## src/rtl/reset_sequencer.sv

```systemverilog
// Reset sequencer: qualifies external reset and optional PLL lock, then releases NUM_CH resets in order.
// Latency: rst[i] falls SYNC_STAGES+POR_CYCLES+i*STAGE_GAP edges after rst_n rises (lock-filtered if USE_LOCK).
// Backpressure: none; soft_rst_req is a level request honoured on the next edge.
//
// Ports:
//   clk           platform clock, all state on rising edge
//   rst_n         async active-low reset, deassertion synchronised
//   pll_lock      async PLL lock indicator (ignored when USE_LOCK=0)
//   soft_rst_req  level request for a full re-sequence (clk domain)
//   rst           active-high channel resets, bit 0 released first
//   ready         high once every channel is released
module reset_sequencer #(
    parameter int NUM_CH      = 3,
    parameter int SYNC_STAGES = 2,
    parameter int POR_CYCLES  = 3,
    parameter int STAGE_GAP   = 4,
    parameter int USE_LOCK    = 0,
    parameter int LOCK_FILTER = 16,
    parameter int SOFT_HOLD   = 8
) (
    input  logic              clk,
    input  logic              rst_n,
    input  logic              pll_lock,
    input  logic              soft_rst_req,
    output logic [NUM_CH-1:0] rst,
    output logic              ready
);

    localparam int MAX_A   = (POR_CYCLES > STAGE_GAP) ? POR_CYCLES : STAGE_GAP;
    localparam int MAX_B   = (LOCK_FILTER > SOFT_HOLD) ? LOCK_FILTER : SOFT_HOLD;
    localparam int CNT_TOP = (MAX_A > MAX_B) ? MAX_A : MAX_B;
    localparam int CNT_W   = $clog2(CNT_TOP + 1);
    localparam int CH_W    = (NUM_CH > 1) ? $clog2(NUM_CH) : 1;

    localparam logic [CNT_W-1:0] CNT_SAT   = CNT_W'(CNT_TOP);
    localparam logic [CNT_W-1:0] LOCK_TERM = CNT_W'(LOCK_FILTER - 1);
    localparam logic [CNT_W-1:0] POR_TERM  = CNT_W'(POR_CYCLES - 1);
    localparam logic [CNT_W-1:0] GAP_TERM  = CNT_W'(STAGE_GAP - 1);
    localparam logic [CNT_W-1:0] SOFT_TERM = CNT_W'(SOFT_HOLD - 1);
    localparam logic [CH_W-1:0]  LAST_CH   = CH_W'(NUM_CH - 1);

    typedef enum logic [2:0] {
        WAIT_LOCK,
        HOLD,
        RELEASE,
        RUN,
        SOFT
    } state_t;

    localparam state_t ST_INIT = (USE_LOCK != 0) ? WAIT_LOCK : HOLD;

    state_t                 state_q, state_d;
    logic [CNT_W-1:0]       cnt_q, cnt_d;
    logic [CH_W-1:0]        ch_q, ch_d;
    logic [NUM_CH-1:0]      rst_q, rst_d;
    logic                   ready_q, ready_d;
    logic [SYNC_STAGES-1:0] rst_sync_q;
    logic [SYNC_STAGES-1:0] lock_sync_q;

    logic             run_ok;
    logic             lock_ok;
    logic [CNT_W-1:0] cnt_inc;

    assign run_ok  = rst_sync_q[SYNC_STAGES-1];
    // Without lock gating the lock is treated as permanently good.
    assign lock_ok = (USE_LOCK == 0) || lock_sync_q[SYNC_STAGES-1];
    // Saturating increment: the counter never wraps back to a terminal value.
    assign cnt_inc = (cnt_q == CNT_SAT) ? cnt_q : cnt_q + CNT_W'(1);

    always_ff @(posedge clk or negedge rst_n) begin
        if (!rst_n) begin
            state_q     <= ST_INIT;
            cnt_q       <= '0;
            ch_q        <= '0;
            rst_q       <= '1;
            ready_q     <= 1'b0;
            rst_sync_q  <= '0;
            lock_sync_q <= '0;
        end else begin
            state_q     <= state_d;
            cnt_q       <= cnt_d;
            ch_q        <= ch_d;
            rst_q       <= rst_d;
            ready_q     <= ready_d;
            rst_sync_q  <= {rst_sync_q[SYNC_STAGES-2:0], 1'b1};
            lock_sync_q <= {lock_sync_q[SYNC_STAGES-2:0], pll_lock};
        end
    end

    always_comb begin
        state_d = state_q;
        cnt_d   = cnt_q;
        ch_d    = ch_q;
        rst_d   = rst_q;
        ready_d = ready_q;

        // Nothing moves until the synchronised reset release arrives.
        if (run_ok) begin
            if (state_q == WAIT_LOCK) begin
                // Soft requests are ignored here: all channels are already held.
                rst_d   = '1;
                ready_d = 1'b0;
                if (!lock_ok) begin
                    cnt_d = '0;
                end else if (cnt_q == LOCK_TERM) begin
                    state_d = HOLD;
                    cnt_d   = '0;
                end else begin
                    cnt_d = cnt_inc;
                end
            end else if (!lock_ok) begin
                // Lock loss outranks a simultaneous soft request.
                state_d = WAIT_LOCK;
                cnt_d   = '0;
                ch_d    = '0;
                rst_d   = '1;
                ready_d = 1'b0;
            end else if (soft_rst_req) begin
                // Also keeps SOFT parked with a cleared counter while held high.
                state_d = SOFT;
                cnt_d   = '0;
                ch_d    = '0;
                rst_d   = '1;
                ready_d = 1'b0;
            end else begin
                case (state_q)
                    HOLD: begin
                        if (cnt_q == POR_TERM) begin
                            rst_d[0] = 1'b0;
                            cnt_d    = '0;
                            ch_d     = CH_W'(1);
                            if (NUM_CH == 1) begin
                                state_d = RUN;
                                ready_d = 1'b1;
                            end else begin
                                state_d = RELEASE;
                            end
                        end else begin
                            cnt_d = cnt_inc;
                        end
                    end
                    RELEASE: begin
                        if (cnt_q == GAP_TERM) begin
                            rst_d[ch_q] = 1'b0;
                            cnt_d       = '0;
                            ch_d        = ch_q + CH_W'(1);
                            if (ch_q == LAST_CH) begin
                                state_d = RUN;
                                ready_d = 1'b1;
                            end
                        end else begin
                            cnt_d = cnt_inc;
                        end
                    end
                    SOFT: begin
                        // Request has dropped; lock is known good at this point.
                        if (cnt_q == SOFT_TERM) begin
                            state_d = HOLD;
                            cnt_d   = '0;
                        end else begin
                            cnt_d = cnt_inc;
                        end
                    end
                    default: begin
                        // RUN: outputs hold until a reassert event.
                    end
                endcase
            end
        end
    end

    assign rst   = rst_q;
    assign ready = ready_q;

endmodule

```

## config.mk

```make
export PLATFORM = sky130hd
export DESIGN_NAME = reset_sequencer
export DESIGN_NICKNAME = d
export VERILOG_FILES = /design/src/rtl/reset_sequencer.sv
export SDC_FILE = /design/constraint.sdc
export NUM_CORES = 1
export LEC_CHECK = 0
export CAP_MARGIN = 5
export CORE_MARGIN = 2
export CORE_UTILIZATION = 55
export DETAILED_ROUTE_END_ITERATION = 12
export GPL_TIMING_DRIVEN = 0
export PLACE_DENSITY = 0.82
export SLEW_MARGIN = 10
export SYNTH_ARGS = -nofsm -noshare
export SYNTH_HDL_FRONTEND = slang
export SYNTH_SLANG_ARGS = --single-unit
export TNS_END_PERCENT = 1
```

## constraint.sdc

```tcl
create_clock -name clk -period 2.34 [get_ports clk]
set_input_delay 0.585 -clock clk [delete_from_list [all_inputs] [get_ports clk]]
set_output_delay 0.585 -clock clk [all_outputs]
set_load 0.02 [all_outputs]
```

==> metrics <==
status completed; DRT antenna net count 0; Seq pwr share 51.2%; post-cts resize count 0; Port Buf Inserts 5; most frequent cells in the layout dfrtp_1 (12), inv_1 (11), a21oi_1 (8); WS Path Type reg -> out; Seq/Total Area, Yosys 36.7%; DRT Wirelength roughly 2200 um; maxcap violations 0; clock power share ~30%; Total GRT Usage between 20% and 30%; GP Congestion between 0.8 and 0.9; CP startpoint kind flop; Tmin final 2.01 ns; DIE HEIGHT between 40 and 50 um; final setup violation count 0; pin count of the biggest net entering global routing 17; Layout area overhead 10.9%; Worst Setup SP rst[1]$_DFFE_PN1P_; vias in the first global route 843; CP cell instances clkdlybuf4s50_1; antenna cell count 0; worst reg2reg path startpoint cnt_q[0]$_DFFE_PN0P_; standard-cell rows 16; fin nets 139; Initial Util 57.6%; delay-heaviest family, CP buffers and inverters; worst endpoint required time roughly 1.8 ns; Avg Vias per Cell 5.82; DP Worst Slack 0.365 ns; Avg Synthesized Cell Area between 9 and 10 sq um; Max Clock Freq 0.497 GHz; Worst path slowest cell clkdlybuf4s50_1; CTS Buffer Depth 2; hold crit path type reg -> reg; clock slew at reported path FFs 0.09 ns; final std cells w/o fill 154; die width between 40 and 50 um; Post-synth EDFFs 0; clk root buf clkbuf_4; cell count after synthesis between 100 and 150; WL/cell 14.4 um; worst setup margin 0.327 ns; IO Pins 8; Switching Fraction between 20% and 30%; Net Switching 182 uW; DRC Markers 0; first-pass GRT wire length 3880 um; setup_tns 0 ns; FFs w/ async S/R, synth 100%; Post-DP HPWL 1710 um; fin util 63.8%; synthesis warning total 0; Worst VDD drop between 0.0003 and 0.0004 V; via count 896; full die area 2390 sq um; P_int 442 uW; hold_sp rst_sync_q[0]$_DFF_PN0_; ys flop type dfrtp_1; Yosys cell types 43; CTS tree built; largest fanout on the critical path 2; Power Density 508 nW/um^2; CTS Sinks 16; number of post-CTS setup repair buffers 0; RSZ-0062 raised after global routing false; Slew Viols, Final 0; final period utilization 86.0%; worst-margin pin slew roughly 0.73 ns; placed insts 150; final hold violation count 0; Comb power frac roughly a fifth; commonest non-fill, non-tap cell in the layout dfrtp_1; # hold bufs at CTS 0; CP arrival 1.43 ns; Buf/Inv on CP 1; initial antenna violation count 0; Synthesized Nets 129; Seq cells post-synth 16; slowest cell delay on critical path approximately 0.6 ns; Worst Skew 0.00814 ns; Core ar. 1920 sq um; cts bufs inserted 3; layout cell share with drive strength beyond 1 14.2%; H-tree depth 1; iteration-0 DRC count of the detailed router 30; first-pass iteration count of the detailed router 4; Remaining Overflow, GRT 0; Setup crit end kind output port; worst-skew pair later-pin latency around 0.29 ns; relative slew slack 51.2%; Mapped Area 1110 sq um; leakage 0.518 nW
[metal layers]
metal | routed length, um | GRT usage, % | vias up
met2 | 1080 | 33.6 | 19
met3 | 67 | 2.76 | 2
met4 | 9 | 4.29 | 0
li1 | - | - | 446
met1 | 1060 | 29.6 | 429
met5 | 0 | 0 | -
[metrics by stage]
| stage | instance area (sq um) | power (mW) | hold slack [ns] |
|---|---|---|---|
| 2_1_floorplan | 1110 | 0.408 | 0.289 |
| 3_3_place_gp | 1190 | 0.435 | 0.333 |
| 3_5_place_dp | 1190 | 0.442 | 0.335 |
| 4_1_cts | 1230 | 0.628 | 0.357 |
| 5_1_grt | 1230 | 0.661 | 0.371 |
| 6_report | 1230 | 0.623 | 0.355 |
[power by group through the flow]
stage               sequential (mW)  clock, mW  combinational (mW)
finish                        0.319      0.186               0.118
global route                  0.322      0.201               0.138
detailed placement            0.324          0               0.118
global placement              0.322          0               0.113
CTS                           0.318      0.191               0.119
floorplan                     0.318          0              0.0895
[cell families (layout without fill, tap and decap cells)]
group                    Yosys count  count (layout)  synth area share (%)
AO/OA/AOI/OAI                     36              36                  23.1
adder cells (fa/ha/maj)            8               8                  8.94
buffers and inverters             17              26                  6.56
flip-flops                        16              16                  36.7
multiplexers                       2               2                  1.92
other                              1               1                 0.339
AND/OR/NAND/NOR                   38              38                  22.5
[state kept, by name, summed over array words and instances, names as in the netlist]
name,flops
ch_q,2
ready,1
state_q,3
rst,3
cnt_q,5
rst_sync_q,2
[synth_stat cells, types with 2 or more instances]
cell | count | area [sq um]
o2bb2ai_1 | 2 | 17.5
a31oi_1 | 2 | 12.5
a21oi_1 | 8 | 40.0
dfstp_2 | 4 | 105
nor4b_2 | 2 | 30.0
inv_1 | 11 | 41.3
nor2b_1 | 3 | 18.8
nor2_1 | 7 | 26.3
nor4bb_1 | 2 | 20.0
or3_1 | 2 | 12.5
o21ai_0 | 2 | 10.0
a21o_1 | 6 | 45.0
o211ai_1 | 2 | 15.0
dfrtp_1 | 12 | 300
o21ai_1 | 3 | 15.0
clkbuf_1 | 4 | 15.0
nand2_1 | 2 | 7.51
nand2b_1 | 2 | 12.5
nor3b_1 | 4 | 30.0
and2_1 | 3 | 18.8
ha_1 | 7 | 87.6
a22oi_1 | 2 | 15.0
nand3_1 | 4 | 20.0
o22ai_1 | 2 | 12.5
o221ai_1 | 2 | 17.5
[final timing paths]
check                                          endpoint  slack [ns]  depth (start not counted)
max in group asynchronous           ch_q[0]$_DFFE_PN0P_        1.16                          1
worst max register to register   state_q[0]$_DFFE_PN1P_        0.44                          5
worst min-delay path            rst_sync_q[1]$_DFF_PN0_        0.35                          0
min in group asynchronous          cnt_q[0]$_DFFE_PN0P_        0.72                          1
worst min register to register  rst_sync_q[1]$_DFF_PN0_        0.35                          0
worst max-delay path                             rst[1]        0.33                          1
[layout make-up]
class	count	area (sq um)
plain buffers	6	31.3
clock buffers	4	36.3
fillers	164	696
inverters	11	41.3
multi-input cells	85	628
flip-flops and latches	16	405
well taps	27	33.8
repair buffers	5	50.0
No activity file was read; power rests on OpenSTA's default activity.
